`src/rtl/bus_requester_pkg.sv`:
```
// Shared types and constants for the bus requester: FSM state encoding,
// bus transfer direction codes and default sizing.
package bus_requester_pkg;

    localparam int DEF_ADDR_W  = 32;
    localparam int DEF_DATA_W  = 32;
    localparam int DEF_BEATS   = 4;
    localparam int DEF_TIMEOUT = 16;

    typedef enum logic [1:0] {
        ST_IDLE = 2'd0,
        ST_REQ  = 2'd1,
        ST_XFER = 2'd2,
        ST_DONE = 2'd3
    } state_t;

    localparam logic BUS_RD = 1'b0;
    localparam logic BUS_WR = 1'b1;

    // Beat counter width; a single-beat transfer still needs one bit.
    function automatic int beat_w(input int beats);
        return (beats > 1) ? $clog2(beats) : 1;
    endfunction

endpackage

```
`src/rtl/bus_requester_if.sv`:
```
// Arbiter request/grant and data-beat signals between one core's requester
// and the shared bus. The arbiter's "type" line is carried as req_type.
interface bus_requester_if #(
    parameter int ADDR_W = 32,
    parameter int DATA_W = 32
) ();
    logic              req;
    logic              req_type;
    logic              hold;
    logic              grant;
    logic              bus_valid;
    logic              bus_we;
    logic [ADDR_W-1:0] bus_addr;
    logic [DATA_W-1:0] bus_wdata;
    logic [DATA_W-1:0] bus_rdata;

    modport master (
        output req, req_type, hold, bus_valid, bus_we, bus_addr, bus_wdata,
        input  grant, bus_rdata
    );

    modport slave (
        input  req, req_type, hold, bus_valid, bus_we, bus_addr, bus_wdata,
        output grant, bus_rdata
    );
endinterface

```
`src/rtl/bus_beat_ctr.sv`:
```
// Beat counter plus beat-address register for one line transfer; the address
// register doubles as the registered bus_addr output.
module bus_beat_ctr
    import bus_requester_pkg::*;
#(
    parameter int ADDR_W = DEF_ADDR_W,
    parameter int DATA_W = DEF_DATA_W,
    parameter int BEATS  = DEF_BEATS
) (
    input  logic              clk,
    input  logic              rst,
    input  logic              load,
    input  logic              adv,
    input  logic [ADDR_W-1:0] base,
    output logic [ADDR_W-1:0] addr,
    output logic              last
);
    localparam int                BW        = beat_w(BEATS);
    localparam logic [ADDR_W-1:0] STEP      = ADDR_W'(DATA_W / 8);
    localparam logic [BW-1:0]     LAST_BEAT = BW'(BEATS - 1);

    logic [BW-1:0]     beat_reg;
    logic [ADDR_W-1:0] addr_reg;

    // Address arithmetic wraps modulo 2^ADDR_W by construction.
    always_ff @(posedge clk) begin
        if (!rst) begin
            beat_reg <= '0;
            addr_reg <= '0;
        end else if (load) begin
            beat_reg <= '0;
            addr_reg <= base;
        end else if (adv) begin
            beat_reg <= beat_reg + BW'(1);
            addr_reg <= addr_reg + STEP;
        end
    end

    assign addr = addr_reg;
    assign last = (beat_reg == LAST_BEAT);

endmodule

```
`src/rtl/bus_requester.sv`:
```
// Per-core bus master: takes one line command, requests the bus, holds it for
// BEATS beats, then releases. Define REQ_TIMEOUT_EN to bound the grant wait.
module bus_requester
    import bus_requester_pkg::*;
#(
    parameter int ADDR_W  = DEF_ADDR_W,
    parameter int DATA_W  = DEF_DATA_W,
    parameter int BEATS   = DEF_BEATS,
    parameter int TIMEOUT = DEF_TIMEOUT
) (
    input  logic              plusclk,
    input  logic              rst,
    input  logic              cmd_valid,
    output logic              cmd_ready,
    input  logic              cmd_type,
    input  logic [ADDR_W-1:0] cmd_addr,
    input  logic [DATA_W-1:0] wr_data,
    output logic              wr_pop,
    output logic [DATA_W-1:0] rd_data,
    output logic              rd_valid,
    output logic              done,
    output logic              err,
    bus_requester_if.master   bus
);
    if (DATA_W < 8 || (DATA_W & (DATA_W - 1)) != 0) begin : g_bad_data_w
        $error("DATA_W must be a power of two >= 8");
    end
    if (BEATS < 1 || TIMEOUT < 1) begin : g_bad_counts
        $error("BEATS and TIMEOUT must be >= 1");
    end

    state_t            state_reg, state_next;
    logic              accept, err_next, ctr_adv, ctr_last, tmo_hit;
    logic              req_reg, type_reg, hold_reg, bus_valid_reg, bus_we_reg;
    logic              wr_pop_reg, rd_valid_reg, done_reg, err_reg;
    logic [DATA_W-1:0] bus_wdata_reg, rd_data_reg;

    assign cmd_ready = (state_reg == ST_IDLE);
    assign accept    = cmd_valid && cmd_ready;

`ifdef REQ_TIMEOUT_EN
    localparam int TW = $clog2(TIMEOUT + 1);
    logic [TW-1:0] tmo_reg;

    always_ff @(posedge plusclk) begin
        if (!rst || state_reg != ST_REQ || bus.grant) tmo_reg <= '0;
        else                                         tmo_reg <= tmo_reg + TW'(1);
    end

    assign tmo_hit = (state_reg == ST_REQ) && !bus.grant && (tmo_reg == TW'(TIMEOUT - 1));
`else
    assign tmo_hit = 1'b0;
`endif

    bus_beat_ctr #(.ADDR_W(ADDR_W), .DATA_W(DATA_W), .BEATS(BEATS)) u_ctr (
        .clk  (plusclk),
        .rst  (rst),
        .load (accept),
        .adv  (ctr_adv),
        .base (cmd_addr),
        .addr (bus.bus_addr),
        .last (ctr_last)
    );

    always_comb begin
        state_next = state_reg;
        err_next   = 1'b0;
        ctr_adv    = 1'b0;
        case (state_reg)
            ST_IDLE: if (accept) state_next = ST_REQ;
            ST_REQ: begin
                if (bus.grant) begin
                    state_next = ST_XFER;
                end else if (tmo_hit) begin
                    state_next = ST_IDLE;
                    err_next   = 1'b1;
                end
            end
            ST_XFER: begin
                // Losing the grant mid-line is an arbiter fault: abandon the line.
                if (!bus.grant) begin
                    state_next = ST_IDLE;
                    err_next   = 1'b1;
                end else if (ctr_last) begin
                    state_next = ST_DONE;
                end else begin
                    ctr_adv = 1'b1;
                end
            end
            ST_DONE: state_next = ST_IDLE;
            default: state_next = ST_IDLE;
        endcase
    end

    always_ff @(posedge plusclk) begin
        if (!rst) state_reg <= ST_IDLE;
        else      state_reg <= state_next;
    end

    // Outputs are registered from the next state so they line up with it.
    always_ff @(posedge plusclk) begin
        if (!rst) begin
            req_reg       <= 1'b0;
            type_reg      <= BUS_RD;
            hold_reg      <= 1'b0;
            bus_valid_reg <= 1'b0;
            bus_we_reg    <= 1'b0;
            wr_pop_reg    <= 1'b0;
            bus_wdata_reg <= '0;
            rd_valid_reg  <= 1'b0;
            rd_data_reg   <= '0;
            done_reg      <= 1'b0;
            err_reg       <= 1'b0;
        end else begin
            req_reg       <= (state_next == ST_REQ) || (state_next == ST_XFER);
            hold_reg      <= (state_next == ST_XFER);
            bus_valid_reg <= (state_next == ST_XFER);
            bus_we_reg    <= (state_next == ST_XFER) && (type_reg == BUS_WR);
            wr_pop_reg    <= (state_next == ST_XFER) && (type_reg == BUS_WR);
            if (accept) type_reg <= cmd_type;
            if (state_next == ST_XFER && type_reg == BUS_WR) bus_wdata_reg <= wr_data;
            rd_valid_reg  <= (state_reg == ST_XFER) && (type_reg == BUS_RD);
            if (state_reg == ST_XFER && type_reg == BUS_RD) rd_data_reg <= bus.bus_rdata;
            done_reg      <= (state_next == ST_DONE);
            err_reg       <= err_next;
        end
    end

    assign bus.req       = req_reg;
    assign bus.req_type  = type_reg;
    assign bus.hold      = hold_reg;
    assign bus.bus_valid = bus_valid_reg;
    assign bus.bus_we    = bus_we_reg;
    assign bus.bus_wdata = bus_wdata_reg;
    assign wr_pop        = wr_pop_reg;
    assign rd_valid      = rd_valid_reg;
    assign rd_data       = rd_data_reg;
    assign done          = done_reg;
    assign err           = err_reg;

endmodule

```
`src/flat_wrapper.sv`:
```
// flat-port wrapper written by rule: the top's interface ports become plain ports
module bus_requester_flat import bus_requester_pkg::*;
#(
    parameter int ADDR_W  = DEF_ADDR_W,
    parameter int DATA_W  = DEF_DATA_W,
    parameter int BEATS   = DEF_BEATS,
    parameter int TIMEOUT = DEF_TIMEOUT
)
  (plusclk, rst, cmd_valid, cmd_ready, cmd_type, cmd_addr, wr_data, wr_pop, rd_data, rd_valid, done, err, bus_req, bus_req_type, bus_hold, bus_bus_valid, bus_bus_we, bus_bus_addr, bus_bus_wdata, bus_grant, bus_bus_rdata);
  bus_requester_if #(.ADDR_W(ADDR_W), .DATA_W(DATA_W)) bus_i ();
  input  logic plusclk;
  input  logic rst;
  input  logic cmd_valid;
  output logic cmd_ready;
  input  logic cmd_type;
  input  logic [ADDR_W-1:0] cmd_addr;
  input  logic [DATA_W-1:0] wr_data;
  output logic wr_pop;
  output logic [DATA_W-1:0] rd_data;
  output logic rd_valid;
  output logic done;
  output logic err;
  output wire logic [$bits(bus_i.req)-1:0] bus_req;
  output wire logic [$bits(bus_i.req_type)-1:0] bus_req_type;
  output wire logic [$bits(bus_i.hold)-1:0] bus_hold;
  output wire logic [$bits(bus_i.bus_valid)-1:0] bus_bus_valid;
  output wire logic [$bits(bus_i.bus_we)-1:0] bus_bus_we;
  output wire logic [$bits(bus_i.bus_addr)-1:0] bus_bus_addr;
  output wire logic [$bits(bus_i.bus_wdata)-1:0] bus_bus_wdata;
  input wire logic [$bits(bus_i.grant)-1:0] bus_grant;
  input wire logic [$bits(bus_i.bus_rdata)-1:0] bus_bus_rdata;
  assign bus_req = bus_i.req;
  assign bus_req_type = bus_i.req_type;
  assign bus_hold = bus_i.hold;
  assign bus_bus_valid = bus_i.bus_valid;
  assign bus_bus_we = bus_i.bus_we;
  assign bus_bus_addr = bus_i.bus_addr;
  assign bus_bus_wdata = bus_i.bus_wdata;
  assign bus_i.grant = bus_grant;
  assign bus_i.bus_rdata = bus_bus_rdata;
  bus_requester #(.ADDR_W(ADDR_W), .DATA_W(DATA_W), .BEATS(BEATS), .TIMEOUT(TIMEOUT)) u_core (.plusclk(plusclk), .rst(rst), .cmd_valid(cmd_valid), .cmd_ready(cmd_ready), .cmd_type(cmd_type), .cmd_addr(cmd_addr), .wr_data(wr_data), .wr_pop(wr_pop), .rd_data(rd_data), .rd_valid(rd_valid), .done(done), .err(err), .bus(bus_i));
endmodule
```
`config.mk`:
```
export PLATFORM = sky130hd
export DESIGN_NAME = bus_requester_flat
export DESIGN_NICKNAME = d
export VERILOG_FILES = /design/src/rtl/bus_requester_pkg.sv /design/src/rtl/bus_requester_if.sv /design/src/rtl/bus_beat_ctr.sv /design/src/rtl/bus_requester.sv /design/src/flat_wrapper.sv
export SDC_FILE = /design/constraint.sdc
export NUM_CORES = 1
export LEC_CHECK = 0
export CORE_UTILIZATION = 37
export CTS_CLUSTER_DIAMETER = 150
export DETAILED_ROUTE_END_ITERATION = 10
export GPL_TIMING_DRIVEN = 0
export PLACE_DENSITY = 0.76
export SYNTH_ARGS = -nofsm -noshare
export SYNTH_HDL_FRONTEND = slang
export SYNTH_SLANG_ARGS = --single-unit
```
`constraint.sdc`:
```
create_clock -name plusclk -period 2.05 [get_ports plusclk]
set_clock_uncertainty 0.05 [all_clocks]
set_input_delay 0.5125 -clock plusclk [delete_from_list [all_inputs] [get_ports plusclk]]
set_output_delay 0.5125 -clock plusclk [all_outputs]
set_load 0.01 [all_outputs]
```
# [Word level (Yosys, flattened, before mapping)]
# Cells that the tools add are included.
[classes] n_reduce_logical=8 addsub=2 bitwise=2 muxes=11 eq_ne=7
[op_table] op="two-way mux 32 bit" n=2
[op_table] op="adder 32 x 3 -> 32 bit, second input constant" n=1
[op_table] op="equality test 2 bit, second input constant" n=5
[op_table] op="two-way mux 2 bit" n=4
[op_table] op="case mux 2 bit (4 select lines)" n=1
[op_table] op="equality test 2 x 1 -> 1 bit, second input constant" n=2
[op_table] op="two-way mux 1 bit" n=4
[op_table] op="logical AND 1 bit" n=3
[op_table] op="adder 2 x 1 -> 2 bit, second input constant" n=1
[op_table] op="logical NOT 2 bit" n=1
[op_table] op="NOT 1 bit" n=2
[op_table] op="AND reduction 2 bit" n=1
[op_table] op="nonzero test 2 bit" n=1
[op_table] op="OR reduction 2 bit" n=1
[op_table] op="logical OR 1 bit" n=1
[word_totals] inputBits=101 word_cells=42 ff_bits=107

# [Depth between registers and ports, before layout]
# Gate-level depths: netlist of run 1.
[logic_depth] ltp_word=6 depth_mapped=10

# [Hierarchy]
# From an unflattened synthesis of run 1, not the netlist that was laid out.
[unflattened] hier_cells=587 area_unflattened_um2=5172.5
[modules_own_cells] mod="bus_requester" area_each_um2=3067.9 instances=1 cells_each=326 seq_area_each_um2=1461.4
[modules_own_cells] mod="bus_beat_ctr" area_each_um2=2104.5 instances=1 cells_each=261 seq_area_each_um2=680.7

# [Worst setup path before layout of run 1]
# Ideal clock, no wire load.
[synth_timing] kind="reg-to-reg" startpoint="register u_core.u_ctr.beat_reg[0]" endpoint="register u_core.u_ctr.addr_reg[16] (netlist: u_core.u_ctr.addr[16])" arrival_ns=2.055 n_path_buf=1 setup_time_ns=0.074 setup_slack_ns=-0.129 period_less_slack_ns=2.179 path_stages_with_launch=7 t_required_ns=1.926 cell_sequence="dfxtp_1 ha_1 nand4bb_4 or4_1 buf_2 or4_1 a31oi_1"
[synth_between] elab_chain_cells=5
[synth_rtl] element="start, declared" line="bus_beat_ctr.sv:22" rtl="logic [BW-1:0] beat_reg;"
[synth_rtl] element="start signal, assigned" line="bus_beat_ctr.sv:34" rtl="beat_reg <= beat_reg + BW'(1);"
[synth_rtl] element="equality test 2 bit" line="bus_beat_ctr.sv:40" rtl="assign last = (beat_reg == LAST_BEAT);"
[synth_rtl] element="two-way mux 1 bit" line="bus_requester.sv:84" rtl="end else if (ctr_last) begin"
[synth_rtl] element="two-way mux 1 bit" line="bus_requester.sv:81" rtl="if (!bus.grant) begin"
[synth_rtl] element="two-way mux 1 bit" line="bus_requester.sv:69" rtl="case (state_reg)"
[synth_rtl] element="nonzero test 2 bit (no source line)"
[synth_rtl] element="end signal, assigned" line="bus_beat_ctr.sv:32" rtl="addr_reg <= base;"
[synth_rtl] element="end signal, assigned" line="bus_beat_ctr.sv:35" rtl="addr_reg <= addr_reg + STEP;"
[synth_rtl] element="end, declared" line="bus_beat_ctr.sv:23" rtl="logic [ADDR_W-1:0] addr_reg;"
# No other way between the ends.
# A chain may end at the register's enable or synchronous reset.

# [Final worst setup path of run 1]
[layout_timing] startpoint="register u_core.u_ctr.beat_reg[1]" endpoint="register u_core.u_ctr.addr_reg[23] (netlist: u_core.u_ctr.addr[23])"
# The elaborated chain is that of the path after synthesis.

==> results of run 1 <==
-- layer usage --
layer  up-vias  GRT usage [%]  wire length, microns  share of wire [%]
li1       2426              -                     -                  -
met1      2277           29.0                  6380                 41
met2       222           40.8                  7600                 49
met3        36           5.02                  1170                7.5
met4         0           11.6                   484                3.1
met5         -              0                     0                  0
-- per-stage QoR --
stage | hold slack, ns | cell area, sq um | instances | util (%)
2_1_floorplan | 0.390 | 4500 | 564 | -
3_3_place_gp | 0.392 | 6730 | 912 | 58.0
3_5_place_dp | 0.395 | 6730 | 912 | 58.0
4_1_cts | 0.406 | 7160 | 931 | 61.7
5_1_grt | 0.423 | 7290 | 936 | 62.8
6_report | 0.405 | 7290 | 936 | 62.8
-- logic make-up after synthesis --
group,after synthesis,share of synthesized area (%)
AND/OR/NAND/NOR,267,28.0
AO/OA/AOI/OAI,131,17.0
flip-flops,107,47.8
buffers and inverters,47,4.36
XOR/XNOR,7,1.37
adder cells (fa/ha/maj),4,1.12
multiplexers,1,0.251
-- layout by cell type, fill, tap and decap left out, drive strengths merged, types with 3 or more instances in the layout --
cell,instances
and4,4
nand2b,3
nor4,9
clkbuf,41
o211ai,5
nor3,6
a21oi,73
xnor2,4
xor2,3
o21ai,13
or4,12
and2,7
o311ai,5
nor3b,3
ha,4
a211oi,5
or3,10
clkdlybuf4s50,203
inv,7
and3,4
nor2,11
a31oi,18
nand3,11
nand4,11
nand2,169
dfxtp,107
buf,18
-- path summary, 6_finish.rpt --
kind / to / slack (ns)
worst max-delay path: u_core.u_ctr.addr[23] / -0.08
worst min-delay path: u_core.bus.bus_wdata[13] / 0.40
worst max register to register: u_core.u_ctr.addr[23] / -0.08
worst min register to register: u_core.bus.bus_wdata[13] / 0.40
-- power groups by stage --
stage | sequential (mW) | clock (mW) | combinational (mW)
finish | 2.27 | 1.66 | 0.718
detailed placement | 2.30 | 0 | 0.693
global route | 2.28 | 1.77 | 0.769
floorplan | 2.31 | 0 | 0.229
CTS | 2.25 | 1.69 | 0.713
global placement | 2.29 | 0 | 0.683
-- worst min-delay path: stages (launching register included) --
cell and delay (ns):
sky130_fd_sc_hd__dfxtp_1 0.31, sky130_fd_sc_hd__nand2_1 0.05, sky130_fd_sc_hd__a21oi_1 0.05
-- area by class of cell --
class                           instances  share of cell area [%]
Multi-Input combinational cell        411                    31.6
Inverter                                5                   0.257
Tap cell                              143                    2.45
Clock buffer                           10                    3.14
Sequential cell                       107                    29.7
Clock inverter                          6                   0.669
Buffer                                 37                    2.86
Timing Repair Buffer                  217                    29.3
-- timing repair --
| action | 4_1_cts | 5_1_grt |
|---|---|---|
| endpoints found under the setup margin | 69 | 76 |
| cloned | 1 | 0 |
| pin swaps | 6 | 5 |
| resized for setup | 44 | 46 |
| hold endpoints to repair | 0 | 0 |
| buffers inserted | 6 | 6 |
==> impl_metrics.xml, run 1 <==
<?xml version="1.0" encoding="UTF-8"?>
<metrics>
  <group name="route">
    <metric name="detail_route.drc_violations" unit="">10</metric>
    <metric name="viasPerCell" unit="">5.30</metric>
    <metric name="postRouteAntennaNets" unit="">0</metric>
    <metric name="first_pass_iters" unit="">8</metric>
    <metric name="totalWireLength" unit="microns">15600</metric>
    <metric name="drt_iter0_drc" unit="">315</metric>
    <metric name="post_drt_wl_per_cell" unit="microns">16.7</metric>
    <metric name="detailroute.via_count" unit="">4961</metric>
  </group>
  <group name="floorplan">
    <metric name="ios" unit="">207</metric>
    <metric name="start_util" unit="%">38.6</metric>
    <metric name="dieArea" unit="sq mm">0.0126</metric>
    <metric name="die-width" unit="microns">112</metric>
    <metric name="die_height" unit="microns">112</metric>
    <metric name="floorplan.rows" unit="">39</metric>
    <metric name="core-area" unit="sq mm">0.0116</metric>
  </group>
  <group name="outcome">
    <metric name="failing_checks" unit="">DRC, setup timing</metric>
    <metric name="outcome" unit="">complete, but fails checks</metric>
  </group>
  <group name="synth">
    <metric name="synthMostInstantiatedCell" unit="">sky130_fd_sc_hd__nand2_1</metric>
    <metric name="synthTopCellsByArea" unit="">sky130_fd_sc_hd__dfxtp_1, sky130_fd_sc_hd__nand2_1, sky130_fd_sc_hd__a21oi_1</metric>
    <metric name="post_synth_most_frequent_cells" unit="">sky130_fd_sc_hd__nand2_1, sky130_fd_sc_hd__dfxtp_1, sky130_fd_sc_hd__a21oi_1</metric>
    <metric name="synth_sequential_area_ratio" unit="%">47.8</metric>
    <metric name="syn_area" unit="sq mm">0.00448</metric>
    <metric name="ys.flop_type" unit="">sky130_fd_sc_hd__dfxtp_1</metric>
    <metric name="yosys.area.top_type" unit="">sky130_fd_sc_hd__dfxtp_1</metric>
    <metric name="syn_area_per_cell" unit="sq um">7.94</metric>
    <metric name="synthDominantCellAreaShare" unit="%">47.8</metric>
    <metric name="post_synth_inst_count" unit="">564</metric>
    <metric name="synth_warnings" unit="">0</metric>
    <metric name="synth_nets" unit="">669</metric>
    <metric name="synth_async_sr_flop_share" unit="%">0</metric>
    <metric name="synth.ff_latch_count" unit="">107</metric>
    <metric name="yosysUniqueCellTypes" unit="">44</metric>
    <metric name="synth_edf_count" unit="">0</metric>
  </group>
  <group name="global_route">
    <metric name="antenna_found_initial" unit="">0</metric>
    <metric name="grt_usage" unit="%">24.0</metric>
    <metric name="grt_pass1_wl" unit="microns">23600</metric>
    <metric name="grt_pass1_vias" unit="">4706</metric>
    <metric name="grt_overflow" unit="">0</metric>
    <metric name="largest_net_degree_at_the_start_of_global_routing" unit="">19</metric>
  </group>
  <group name="clock_tree">
    <metric name="cts_hold_buffers" unit="">0</metric>
    <metric name="ctsRootBufferMaster" unit="">sky130_fd_sc_hd__clkbuf_16</metric>
    <metric name="bufs_on_longest_clock_path" unit="">2</metric>
    <metric name="cts_tree" unit="">built</metric>
    <metric name="clock_latency" unit="ns">0.35</metric>
    <metric name="clkSlewWorstSetupHoldPaths" unit="ns">0.08</metric>
    <metric name="cts_buffers" unit="">9</metric>
    <metric name="htree_levels" unit="">3</metric>
    <metric name="tritoncts_num_sinks" unit="">107</metric>
  </group>
  <group name="sta">
    <metric name="number_of_pins_exceeding_their_max_slew_limit_in_the_final_report" unit="">0</metric>
    <metric name="totalNegativeSetupSlack" unit="ns">-0.173</metric>
    <metric name="worst_slew_pin_slew" unit="ns">0.607</metric>
    <metric name="final-hold-violation-count" unit="">0</metric>
    <metric name="min_period_over_period" unit="%">104</metric>
    <metric name="relSlewSlack" unit="%">59.5</metric>
    <metric name="setup_viol" unit="">4</metric>
    <metric name="grt_setup_unrepaired" unit="">true</metric>
    <metric name="timing_limited_maximum_frequency" unit="MHz">470</metric>
    <metric name="finalCriticalPeriod" unit="ns">2.13</metric>
    <metric name="setup_slack" unit="ns">-0.0784</metric>
  </group>
  <group name="power">
    <metric name="pwr_density_cell" unit="mW/mm^2">636</metric>
    <metric name="power.static_leakage" unit="nW">2.43</metric>
    <metric name="combinationalPowerShare" unit="%">15.5</metric>
    <metric name="sequential_cell_fraction_of_total_power" unit="%">48.8</metric>
    <metric name="power_report.internal_total" unit="mW">3.41</metric>
    <metric name="p_sw_share" unit="%">26.5</metric>
    <metric name="max-vdd-ir-drop" unit="V">0.000395</metric>
    <metric name="report.power.total" unit="mW">4.64</metric>
    <metric name="clock_power_share" unit="%">35.7</metric>
    <metric name="net-switching-power" unit="mW">1.23</metric>
  </group>
  <group name="place">
    <metric name="place_hpwl" unit="microns">11500</metric>
    <metric name="io_buffer_count" unit="">205</metric>
    <metric name="pre_cts_ws" unit="ns">-1.00</metric>
    <metric name="globalplace.congestion" unit="">0.947</metric>
  </group>
  <group name="min_path">
    <metric name="worst_hold_path_type" unit="">reg2reg</metric>
    <metric name="worst_hold_startpoint" unit="">u_core.bus.bus_wdata[13]</metric>
    <metric name="timing.hold.worst_path_depth" unit="">2</metric>
  </group>
  <group name="setup_path">
    <metric name="logic_depth_of_the_worst_path_buffers_included" unit="">6</metric>
    <metric name="critical-path-max-stage-delay" unit="ns">0.57</metric>
    <metric name="wp_data_required" unit="ns">2.28</metric>
    <metric name="cp-startpoint" unit="">u_core.u_ctr.beat_reg[1]</metric>
    <metric name="critical_path.cell_chain" unit="">ha_4, nand4bb_4, buf_4, or4_4, or3_1, a31oi_1</metric>
    <metric name="critPathKind" unit="">reg2reg</metric>
    <metric name="cp_num_buf_inv" unit="">1</metric>
    <metric name="timing.critical_path.to_type" unit="">flop</metric>
    <metric name="timing.critical_path.arrival" unit="ns">2.35</metric>
    <metric name="critical_path_peak_fanout" unit="">6</metric>
    <metric name="family_of_cells_with_the_greatest_summed_delay_on_the_critical_path" unit="">simple AND/OR/NAND/NOR gates</metric>
    <metric name="crit_start_category" unit="">flop</metric>
    <metric name="ff2ff_path_depth" unit="">6</metric>
    <metric name="rr_startpoint" unit="">u_core.u_ctr.beat_reg[1]</metric>
    <metric name="crit_slowest_cell" unit="">sky130_fd_sc_hd__or4_4</metric>
  </group>
  <group name="job">
    <metric name="max-cap-violations" unit="">0</metric>
  </group>
  <group name="finish">
    <metric name="layout_stage_area_growth_over_the_synthesis_result" unit="%">62.8</metric>
    <metric name="sequential_cell_area" unit="sq mm">0.00216</metric>
    <metric name="nNetsFinal" unit="">893</metric>
    <metric name="num-fill-cells" unit="">1029</metric>
    <metric name="multiInputGateArea" unit="sq mm">0.00230</metric>
    <metric name="diode_count" unit="">0</metric>
    <metric name="layout-drive-gt1-share" unit="%">12.0</metric>
  </group>
</metrics>
No activity file was read; power rests on OpenSTA's default activity.
==> run 2, diff against run 1 <==
--- a/config.mk
+++ b/config.mk
@@ -5,11 +5,14 @@
 export SDC_FILE = /design/constraint.sdc
 export NUM_CORES = 1
 export LEC_CHECK = 0
-export CORE_UTILIZATION = 37
+export CORE_ASPECT_RATIO = 1.2
+export CORE_UTILIZATION = 40
 export CTS_CLUSTER_DIAMETER = 150
 export DETAILED_ROUTE_END_ITERATION = 10
 export GPL_TIMING_DRIVEN = 0
-export PLACE_DENSITY = 0.76
+export PLACE_DENSITY = 0.78
+export SETUP_SLACK_MARGIN = 0.2
 export SYNTH_ARGS = -nofsm -noshare
 export SYNTH_HDL_FRONTEND = slang
+export SYNTH_HIERARCHICAL = 1
 export SYNTH_SLANG_ARGS = --single-unit
==> run 2 against run 1 <==
Against the previous run:
- the run ends with setup timing left
- largest power group unchanged
- combinational power rose by 27%
- sequential share of layout area down 3.8 points
- critical endpoint is now u_core/u_ctr/addr[26]
- utilization is 3.7 points higher
- area after synthesis rose by 15%
==> impl_metrics.xml, run 2 <==
<?xml version="1.0" encoding="UTF-8"?>
<metrics>
  <group name="floorplan">
    <metric name="ios" unit="">207</metric>
    <metric name="die_height" unit="microns">127</metric>
    <metric name="start_util" unit="%">41.0</metric>
    <metric name="core-area" unit="sq mm">0.0126</metric>
    <metric name="die-width" unit="microns">106</metric>
    <metric name="dieArea" unit="sq mm">0.0134</metric>
    <metric name="floorplan.rows" unit="">45</metric>
  </group>
  <group name="clock_tree">
    <metric name="cts_buffers" unit="">9</metric>
    <metric name="clkSlewWorstSetupHoldPaths" unit="ns">0.07</metric>
    <metric name="bufs_on_longest_clock_path" unit="">2</metric>
    <metric name="cts_tree" unit="">built</metric>
    <metric name="clock_latency" unit="ns">0.35</metric>
    <metric name="tritoncts_num_sinks" unit="">107</metric>
    <metric name="ctsRootBufferMaster" unit="">sky130_fd_sc_hd__clkbuf_16</metric>
    <metric name="cts_hold_buffers" unit="">0</metric>
    <metric name="htree_levels" unit="">3</metric>
  </group>
  <group name="synth">
    <metric name="yosys.area.top_type" unit="">sky130_fd_sc_hd__dfxtp_1</metric>
    <metric name="syn_area_per_cell" unit="sq um">8.81</metric>
    <metric name="synthTopCellsByArea" unit="">sky130_fd_sc_hd__dfxtp_1, sky130_fd_sc_hd__mux2i_1, sky130_fd_sc_hd__nand2_1</metric>
    <metric name="yosysUniqueCellTypes" unit="">58</metric>
    <metric name="synth_sequential_area_ratio" unit="%">41.4</metric>
    <metric name="synth_async_sr_flop_share" unit="%">0</metric>
    <metric name="post_synth_inst_count" unit="">587</metric>
    <metric name="post_synth_most_frequent_cells" unit="">sky130_fd_sc_hd__dfxtp_1, sky130_fd_sc_hd__nand2_1, sky130_fd_sc_hd__nand3_1</metric>
    <metric name="synth_nets" unit="">692</metric>
    <metric name="synthDominantCellAreaShare" unit="%">41.4</metric>
    <metric name="synthMostInstantiatedCell" unit="">sky130_fd_sc_hd__dfxtp_1</metric>
    <metric name="synth.ff_latch_count" unit="">107</metric>
    <metric name="synth_warnings" unit="">6</metric>
    <metric name="synth_edf_count" unit="">0</metric>
    <metric name="ys.flop_type" unit="">sky130_fd_sc_hd__dfxtp_1</metric>
    <metric name="syn_area" unit="sq mm">0.00517</metric>
  </group>
  <group name="power">
    <metric name="net-switching-power" unit="mW">1.29</metric>
    <metric name="max-vdd-ir-drop" unit="V">0.000365</metric>
    <metric name="pwr_density_cell" unit="mW/mm^2">571</metric>
    <metric name="p_sw_share" unit="%">26.9</metric>
    <metric name="clock_power_share" unit="%">33.7</metric>
    <metric name="combinationalPowerShare" unit="%">19.0</metric>
    <metric name="power_report.internal_total" unit="mW">3.50</metric>
    <metric name="power.static_leakage" unit="nW">3.44</metric>
    <metric name="sequential_cell_fraction_of_total_power" unit="%">47.3</metric>
  </group>
  <group name="sta">
    <metric name="hold-worst-slack" unit="ns">0.409</metric>
    <metric name="setup_slack" unit="ns">-0.0955</metric>
    <metric name="number_of_pins_exceeding_their_max_slew_limit_in_the_final_report" unit="">0</metric>
    <metric name="timing_limited_maximum_frequency" unit="MHz">466</metric>
    <metric name="grt_setup_unrepaired" unit="">true</metric>
    <metric name="relSlewSlack" unit="%">67.0</metric>
    <metric name="min_period_over_period" unit="%">105</metric>
    <metric name="final-hold-violation-count" unit="">0</metric>
    <metric name="finalCriticalPeriod" unit="ns">2.15</metric>
    <metric name="worst_slew_pin_slew" unit="ns">0.494</metric>
    <metric name="setup_viol" unit="">16</metric>
  </group>
  <group name="outcome">
    <metric name="outcome" unit="">complete, but fails checks</metric>
    <metric name="failing_checks" unit="">setup timing</metric>
  </group>
  <group name="route">
    <metric name="post_drt_wl_per_cell" unit="microns">16.4</metric>
    <metric name="postRouteAntennaNets" unit="">0</metric>
    <metric name="totalWireLength" unit="microns">16500</metric>
    <metric name="detail_route.drc_violations" unit="">0</metric>
    <metric name="first_pass_iters" unit="">4</metric>
    <metric name="viasPerCell" unit="">5.31</metric>
    <metric name="drt_iter0_drc" unit="">325</metric>
    <metric name="detailroute.via_count" unit="">5356</metric>
  </group>
  <group name="setup_path">
    <metric name="critical_path_peak_fanout" unit="">5</metric>
    <metric name="cp_num_buf_inv" unit="">2</metric>
    <metric name="critPathKind" unit="">reg2reg</metric>
    <metric name="critical-path-max-stage-delay" unit="ns">0.43</metric>
    <metric name="crit_start_category" unit="">flop</metric>
    <metric name="crit_slowest_cell" unit="">sky130_fd_sc_hd__or4_4</metric>
    <metric name="critical_path.cell_chain" unit="">ha_4, nor4bb_4, buf_4, buf_6, and4_4, nand4b_4, or4_4, a31oi_1</metric>
    <metric name="timing.critical_path.to_type" unit="">flop</metric>
    <metric name="family_of_cells_with_the_greatest_summed_delay_on_the_critical_path" unit="">simple AND/OR/NAND/NOR gates</metric>
    <metric name="wp_data_required" unit="ns">2.27</metric>
    <metric name="timing.critical_path.arrival" unit="ns">2.37</metric>
  </group>
  <group name="finish">
    <metric name="final_cell_mix" unit="">sky130_fd_sc_hd__clkdlybuf4s50_1, sky130_fd_sc_hd__nand2_1, sky130_fd_sc_hd__dfxtp_1</metric>
    <metric name="num-fill-cells" unit="">1025</metric>
    <metric name="layout-drive-gt1-share" unit="%">21.4</metric>
    <metric name="layout_stage_area_growth_over_the_synthesis_result" unit="%">62.3</metric>
    <metric name="diode_count" unit="">0</metric>
    <metric name="nNetsFinal" unit="">944</metric>
    <metric name="most_common_cell_after_layout_fill_and_taps_aside" unit="">sky130_fd_sc_hd__clkdlybuf4s50_1</metric>
    <metric name="layout.cell_area.non_filler" unit="sq mm">0.00839</metric>
    <metric name="final-instance-count-excl-fill" unit="">1008</metric>
  </group>
  <group name="place">
    <metric name="io_buffer_count" unit="">206</metric>
    <metric name="place_hpwl" unit="microns">11800</metric>
    <metric name="globalplace.congestion" unit="">0.883</metric>
    <metric name="dpl.cell_count" unit="">957</metric>
    <metric name="dpl-instance-area" unit="sq mm">0.00749</metric>
  </group>
  <group name="global_route">
    <metric name="antenna_found_initial" unit="">0</metric>
    <metric name="grt_overflow" unit="">0</metric>
    <metric name="grt_usage" unit="%">23.8</metric>
    <metric name="grt_pass1_vias" unit="">5350</metric>
    <metric name="grt_pass1_wl" unit="microns">25700</metric>
    <metric name="largest_net_degree_at_the_start_of_global_routing" unit="">18</metric>
  </group>
  <group name="job">
    <metric name="max-cap-violations" unit="">0</metric>
  </group>
  <group name="min_path">
    <metric name="worst_hold_path_type" unit="">reg2reg</metric>
  </group>
</metrics>
## run 2: cell types whose count changed after synthesis, moves of 7 or more
cell / before / now
sky130_fd_sc_hd__a21bo_2: 0 / 32
sky130_fd_sc_hd__a21oi_1: 73 / 35
sky130_fd_sc_hd__a31oi_1: 18 / 8
sky130_fd_sc_hd__buf_2: 3 / 15
sky130_fd_sc_hd__clkbuf_1: 36 / 28
sky130_fd_sc_hd__mux2i_1: 0 / 38
sky130_fd_sc_hd__nand2_1: 169 / 95
sky130_fd_sc_hd__nand2b_1: 3 / 13
sky130_fd_sc_hd__nand3_1: 11 / 46
sky130_fd_sc_hd__o21ai_0: 13 / 25
sky130_fd_sc_hd__or3_1: 10 / 3
## run 2: final timing paths
kind	from	to	slack [ns]	depth (start not counted)
hold / removal	u_core/rd_data[0]	u_core/rd_data[0]	0.41	2
hold reg to reg	u_core/rd_data[0]	u_core/rd_data[0]	0.41	2
setup / recovery	u_core/u_ctr/beat_reg[1]	u_core/u_ctr/addr[26]	-0.1	8
setup reg to reg	u_core/u_ctr/beat_reg[1]	u_core/u_ctr/addr[26]	-0.1	8
## run 2: worst register-to-register path: cells and delay by family, from the launching register on
| family | cells | cell delay, ns |
|---|---|---|
| and+or+nand+nor | 4 | 1.06 |
| DFF | 1 | 0.34 |
| buffers and inverters | 2 | 0.29 |
| adders and majority gates | 1 | 0.17 |
| AOI/OAI and AO/OA | 1 | 0.17 |
## run 2: kinds of logic (layout without fill, tap and decap cells)
logic type	count (synthesis)	count (layout)	synth area share, %
compound gates	130	130	18.0
xor+xnor	14	14	2.37
fa+ha+maj	4	4	0.968
buf+inv	58	314	6.10
flops	107	107	41.4
mux	38	38	7.35
simple gates	236	237	23.8
## run 2: what timing repair did
item / in CTS / in global routing
setup buffers: 24 / 9
cloned: 1 / 1
endpoints found under the setup margin: 97 / 89
resized for setup: 92 / 72
pin swaps: 19 / 17
## run 2: cell type report
cell class / count / area (sq um) / area share (%)
Multi-Input combinational cell: 423 / 2900 / 34.6
Clock inverter: 6 / 41.3 / 0.492
Buffer: 53 / 412 / 4.90
Clock buffer: 10 / 229 / 2.73
Timing Repair Buffer: 240 / 2410 / 28.7
Inverter: 5 / 18.8 / 0.224
Tap cell: 164 / 205 / 2.44
Sequential cell: 107 / 2170 / 25.9
## run 2: routing by layer
| layer | part of all wire (%) | global-route usage (%) |
|---|---|---|
| met1 | 40 | 27.3 |
| met2 | 51 | 42.7 |
| met3 | 6.2 | 3.91 |
| met4 | 3.4 | 11.5 |
| met5 | 0 | 0 |
## run 2: power by group through the flow
| stage | clock network [mW] | logic, mW | registers, mW |
|---|---|---|---|
| 6_report | 1.61 | 0.912 | 2.27 |
| 5_1_grt | 1.73 | 0.979 | 2.28 |
| 4_1_cts | 1.64 | 0.881 | 2.26 |
| 3_5_place_dp | 0 | 0.860 | 2.30 |
| 3_3_place_gp | 0 | 0.846 | 2.30 |
| 2_1_floorplan | 0 | 0.356 | 2.32 |
## run 2: metrics by stage
stage          power (mW)  utilization (%)  worst slack, ns  TNS [ns]
2_1_floorplan        2.68                -          -0.0134   -0.0134
3_3_place_gp         3.15             59.4           -0.881    -34.47
3_5_place_dp         3.17             59.4           -0.925    -37.55
4_1_cts              4.79             64.4          -0.0930    -0.375
5_1_grt              4.99             66.5           -0.190     -2.84
6_report             4.79             66.5          -0.0955    -0.641
==> run 3, diff against run 2 <==
--- a/config.mk
+++ b/config.mk
@@ -10,6 +10,7 @@
 export CTS_CLUSTER_DIAMETER = 150
 export DETAILED_ROUTE_END_ITERATION = 10
 export GPL_TIMING_DRIVEN = 0
+export MAX_ROUTING_LAYER = met4
 export PLACE_DENSITY = 0.78
 export SETUP_SLACK_MARGIN = 0.2
 export SYNTH_ARGS = -nofsm -noshare
==> run 3 against run 2 <==
Against the previous run:
- the run still ends with setup timing left
- clock power hardly changed
- hold slack improved by 0.00093 ns
- combinational power barely moved
- final cell count did not move
==> impl_metrics.xml, run 3 (same netlist as run 2, synthesis figures left out) <==
<?xml version="1.0" encoding="UTF-8"?>
<metrics>
  <group name="sta">
    <metric name="relSlewSlack" unit="%">67.8</metric>
    <metric name="grt_setup_unrepaired" unit="">true</metric>
    <metric name="final-hold-violation-count" unit="">0</metric>
    <metric name="setup_slack" unit="ns">-0.109</metric>
    <metric name="number_of_pins_exceeding_their_max_slew_limit_in_the_final_report" unit="">0</metric>
    <metric name="worst_slew_pin_slew" unit="ns">0.482</metric>
    <metric name="min_period_over_period" unit="%">105</metric>
    <metric name="finalCriticalPeriod" unit="ns">2.16</metric>
    <metric name="timing_limited_maximum_frequency" unit="MHz">463</metric>
    <metric name="setup_viol" unit="">18</metric>
  </group>
  <group name="min_path">
    <metric name="worst_hold_startpoint" unit="">u_core/rd_data[0]</metric>
    <metric name="worst_hold_path.endpoint" unit="">u_core/rd_data[0]</metric>
    <metric name="timing.hold.worst_path_depth" unit="">2</metric>
    <metric name="worst_hold_path_type" unit="">reg2reg</metric>
  </group>
  <group name="power">
    <metric name="report.power.total" unit="mW">4.79</metric>
    <metric name="power.static_leakage" unit="nW">3.48</metric>
    <metric name="max-vdd-ir-drop" unit="V">0.000365</metric>
    <metric name="pwr_density_cell" unit="mW/mm^2">570</metric>
  </group>
  <group name="clock_tree">
    <metric name="tritoncts_num_sinks" unit="">107</metric>
    <metric name="cts_buffers" unit="">9</metric>
    <metric name="cts_tree" unit="">built</metric>
    <metric name="ctsRootBufferMaster" unit="">sky130_fd_sc_hd__clkbuf_16</metric>
    <metric name="bufs_on_longest_clock_path" unit="">2</metric>
    <metric name="clock_latency" unit="ns">0.34</metric>
    <metric name="htree_levels" unit="">3</metric>
    <metric name="clkSlewWorstSetupHoldPaths" unit="ns">0.07</metric>
  </group>
  <group name="route">
    <metric name="post_drt_wl_per_cell" unit="microns">16.4</metric>
    <metric name="detailroute.via_count" unit="">5373</metric>
    <metric name="totalWireLength" unit="microns">16500</metric>
    <metric name="detail_route.drc_violations" unit="">0</metric>
    <metric name="first_pass_iters" unit="">4</metric>
    <metric name="drt_iter0_drc" unit="">300</metric>
    <metric name="viasPerCell" unit="">5.33</metric>
    <metric name="postRouteAntennaNets" unit="">0</metric>
  </group>
  <group name="setup_path">
    <metric name="ff2ff_path_depth" unit="">8</metric>
    <metric name="critPathKind" unit="">reg2reg</metric>
    <metric name="timing.critical_path.arrival" unit="ns">2.38</metric>
    <metric name="timing.critical_path.to_type" unit="">flop</metric>
    <metric name="wp_data_required" unit="ns">2.27</metric>
    <metric name="reg2reg_setup_slack" unit="ns">-0.11</metric>
    <metric name="rr_endpoint" unit="">u_core/u_ctr/addr[26]</metric>
    <metric name="crit_start_category" unit="">flop</metric>
    <metric name="rr_startpoint" unit="">u_core/u_ctr/beat_reg[1]</metric>
    <metric name="critical_path_peak_fanout" unit="">5</metric>
  </group>
  <group name="place">
    <metric name="pre_cts_ws" unit="ns">-0.925</metric>
    <metric name="dpl.cell_count" unit="">957</metric>
    <metric name="dpl-instance-area" unit="sq mm">0.00749</metric>
    <metric name="place_hpwl" unit="microns">11800</metric>
    <metric name="globalplace.congestion" unit="">0.897</metric>
    <metric name="io_buffer_count" unit="">206</metric>
  </group>
  <group name="global_route">
    <metric name="grt_pass1_wl" unit="microns">25700</metric>
    <metric name="antenna_found_initial" unit="">0</metric>
    <metric name="grt_pass1_vias" unit="">5361</metric>
    <metric name="grt_usage" unit="%">24.5</metric>
    <metric name="grt_overflow" unit="">0</metric>
    <metric name="largest_net_degree_at_the_start_of_global_routing" unit="">18</metric>
  </group>
  <group name="finish">
    <metric name="layout.cell_area.non_filler" unit="sq mm">0.00840</metric>
    <metric name="layout-drive-gt1-share" unit="%">21.4</metric>
    <metric name="layout_stage_area_growth_over_the_synthesis_result" unit="%">62.4</metric>
    <metric name="sequential_cell_area" unit="sq mm">0.00217</metric>
    <metric name="utilization" unit="%">66.6</metric>
    <metric name="final_cell_mix" unit="">sky130_fd_sc_hd__clkdlybuf4s50_1, sky130_fd_sc_hd__nand2_1, sky130_fd_sc_hd__dfxtp_1</metric>
    <metric name="nNetsFinal" unit="">944</metric>
    <metric name="num-fill-cells" unit="">1023</metric>
    <metric name="most_common_cell_after_layout_fill_and_taps_aside" unit="">sky130_fd_sc_hd__clkdlybuf4s50_1</metric>
    <metric name="diode_count" unit="">0</metric>
    <metric name="multiInputGateArea" unit="sq mm">0.00290</metric>
    <metric name="final-instance-count-excl-fill" unit="">1008</metric>
  </group>
  <group name="floorplan">
    <metric name="ios" unit="">207</metric>
    <metric name="start_util" unit="%">41.0</metric>
    <metric name="die_height" unit="microns">127</metric>
    <metric name="dieArea" unit="sq mm">0.0134</metric>
    <metric name="die-width" unit="microns">106</metric>
    <metric name="core-area" unit="sq mm">0.0126</metric>
    <metric name="floorplan.rows" unit="">45</metric>
  </group>
  <group name="outcome">
    <metric name="failing_checks" unit="">setup timing</metric>
    <metric name="outcome" unit="">complete, but fails checks</metric>
  </group>
  <group name="job">
    <metric name="max-cap-violations" unit="">0</metric>
  </group>
</metrics>
## run 3: cell count changes in the layout (fill, tap and decap cells not counted), sizes merged
| cell | change |
|---|---|
| dlymetal6s2s | +2 |
| clkdlybuf4s50 | -2 |
## run 3: report_power, final
part,leakage (nW),total (mW),switching (mW),internal [mW]
clock,0.125,1.61,0.785,0.825
sequential,0.878,2.27,0.0934,2.17
combinational,2.48,0.914,0.407,0.507
## run 3: timing repair
action,4_1_cts,5_1_grt
resized for setup,92,74
cloned,1,1
hold buffers,0,0
buffers inserted,24,9
endpoints found under the setup margin,97,90
pin swaps,19,17
## run 3: layout make-up
class / instances / area share [%]
inverters: 5 / 0.223
well taps: 164 / 2.44
clock inverters: 6 / 0.492
multi-input cells: 423 / 34.6
plain buffers: 53 / 4.90
flip-flops and latches: 107 / 25.9
clock buffers: 10 / 2.73
repair buffers: 240 / 28.8
## run 3: routing by layer
layer | vias up | GRT usage [%] | wire [microns]
li1 | 2592 | - | -
met5 | - | - | 0
met2 | 211 | 42.8 | 8420
met1 | 2530 | 27.6 | 6600
met4 | 0 | 9.80 | 520
met3 | 40 | 4.42 | 961
## run 3: worst max-delay path, cell delays in order, from the launching register on
cell,delay [ns]
sky130_fd_sc_hd__dfxtp_2,0.34
sky130_fd_sc_hd__ha_4,0.17
sky130_fd_sc_hd__nor4bb_4,0.26
sky130_fd_sc_hd__buf_4,0.18
sky130_fd_sc_hd__buf_6,0.11
sky130_fd_sc_hd__and4_4,0.24
sky130_fd_sc_hd__nand4b_4,0.13
sky130_fd_sc_hd__or4_4,0.43
sky130_fd_sc_hd__a31oi_1,0.18
## run 3: how the worst max path moves through the flow
stage	startpoint	endpoint	slack [ns]
after floorplan	bus_grant	u_core/u_ctr/addr[17]	-0.01
after global placement	bus_grant	u_core/u_ctr/addr[17]	-0.88
after detailed placement	bus_grant	u_core/u_ctr/addr[17]	-0.93
after CTS	u_core/u_ctr/beat_reg[1]	u_core/u_ctr/addr[26]	-0.09
after global routing	u_core/u_ctr/beat_reg[1]	u_core/u_ctr/addr[26]	-0.19
final	u_core/u_ctr/beat_reg[1]	u_core/u_ctr/addr[26]	-0.11
## run 3: stage by stage
| stage | hold WS (ns) | TNS (ns) |
|---|---|---|
| final | 0.410 | -0.821 |
| after global routing | 0.430 | -2.86 |
| after CTS | 0.411 | -0.375 |
| after detailed placement | 0.402 | -37.55 |
| after global placement | 0.393 | -34.47 |
| after floorplan | 0.415 | -0.0134 |
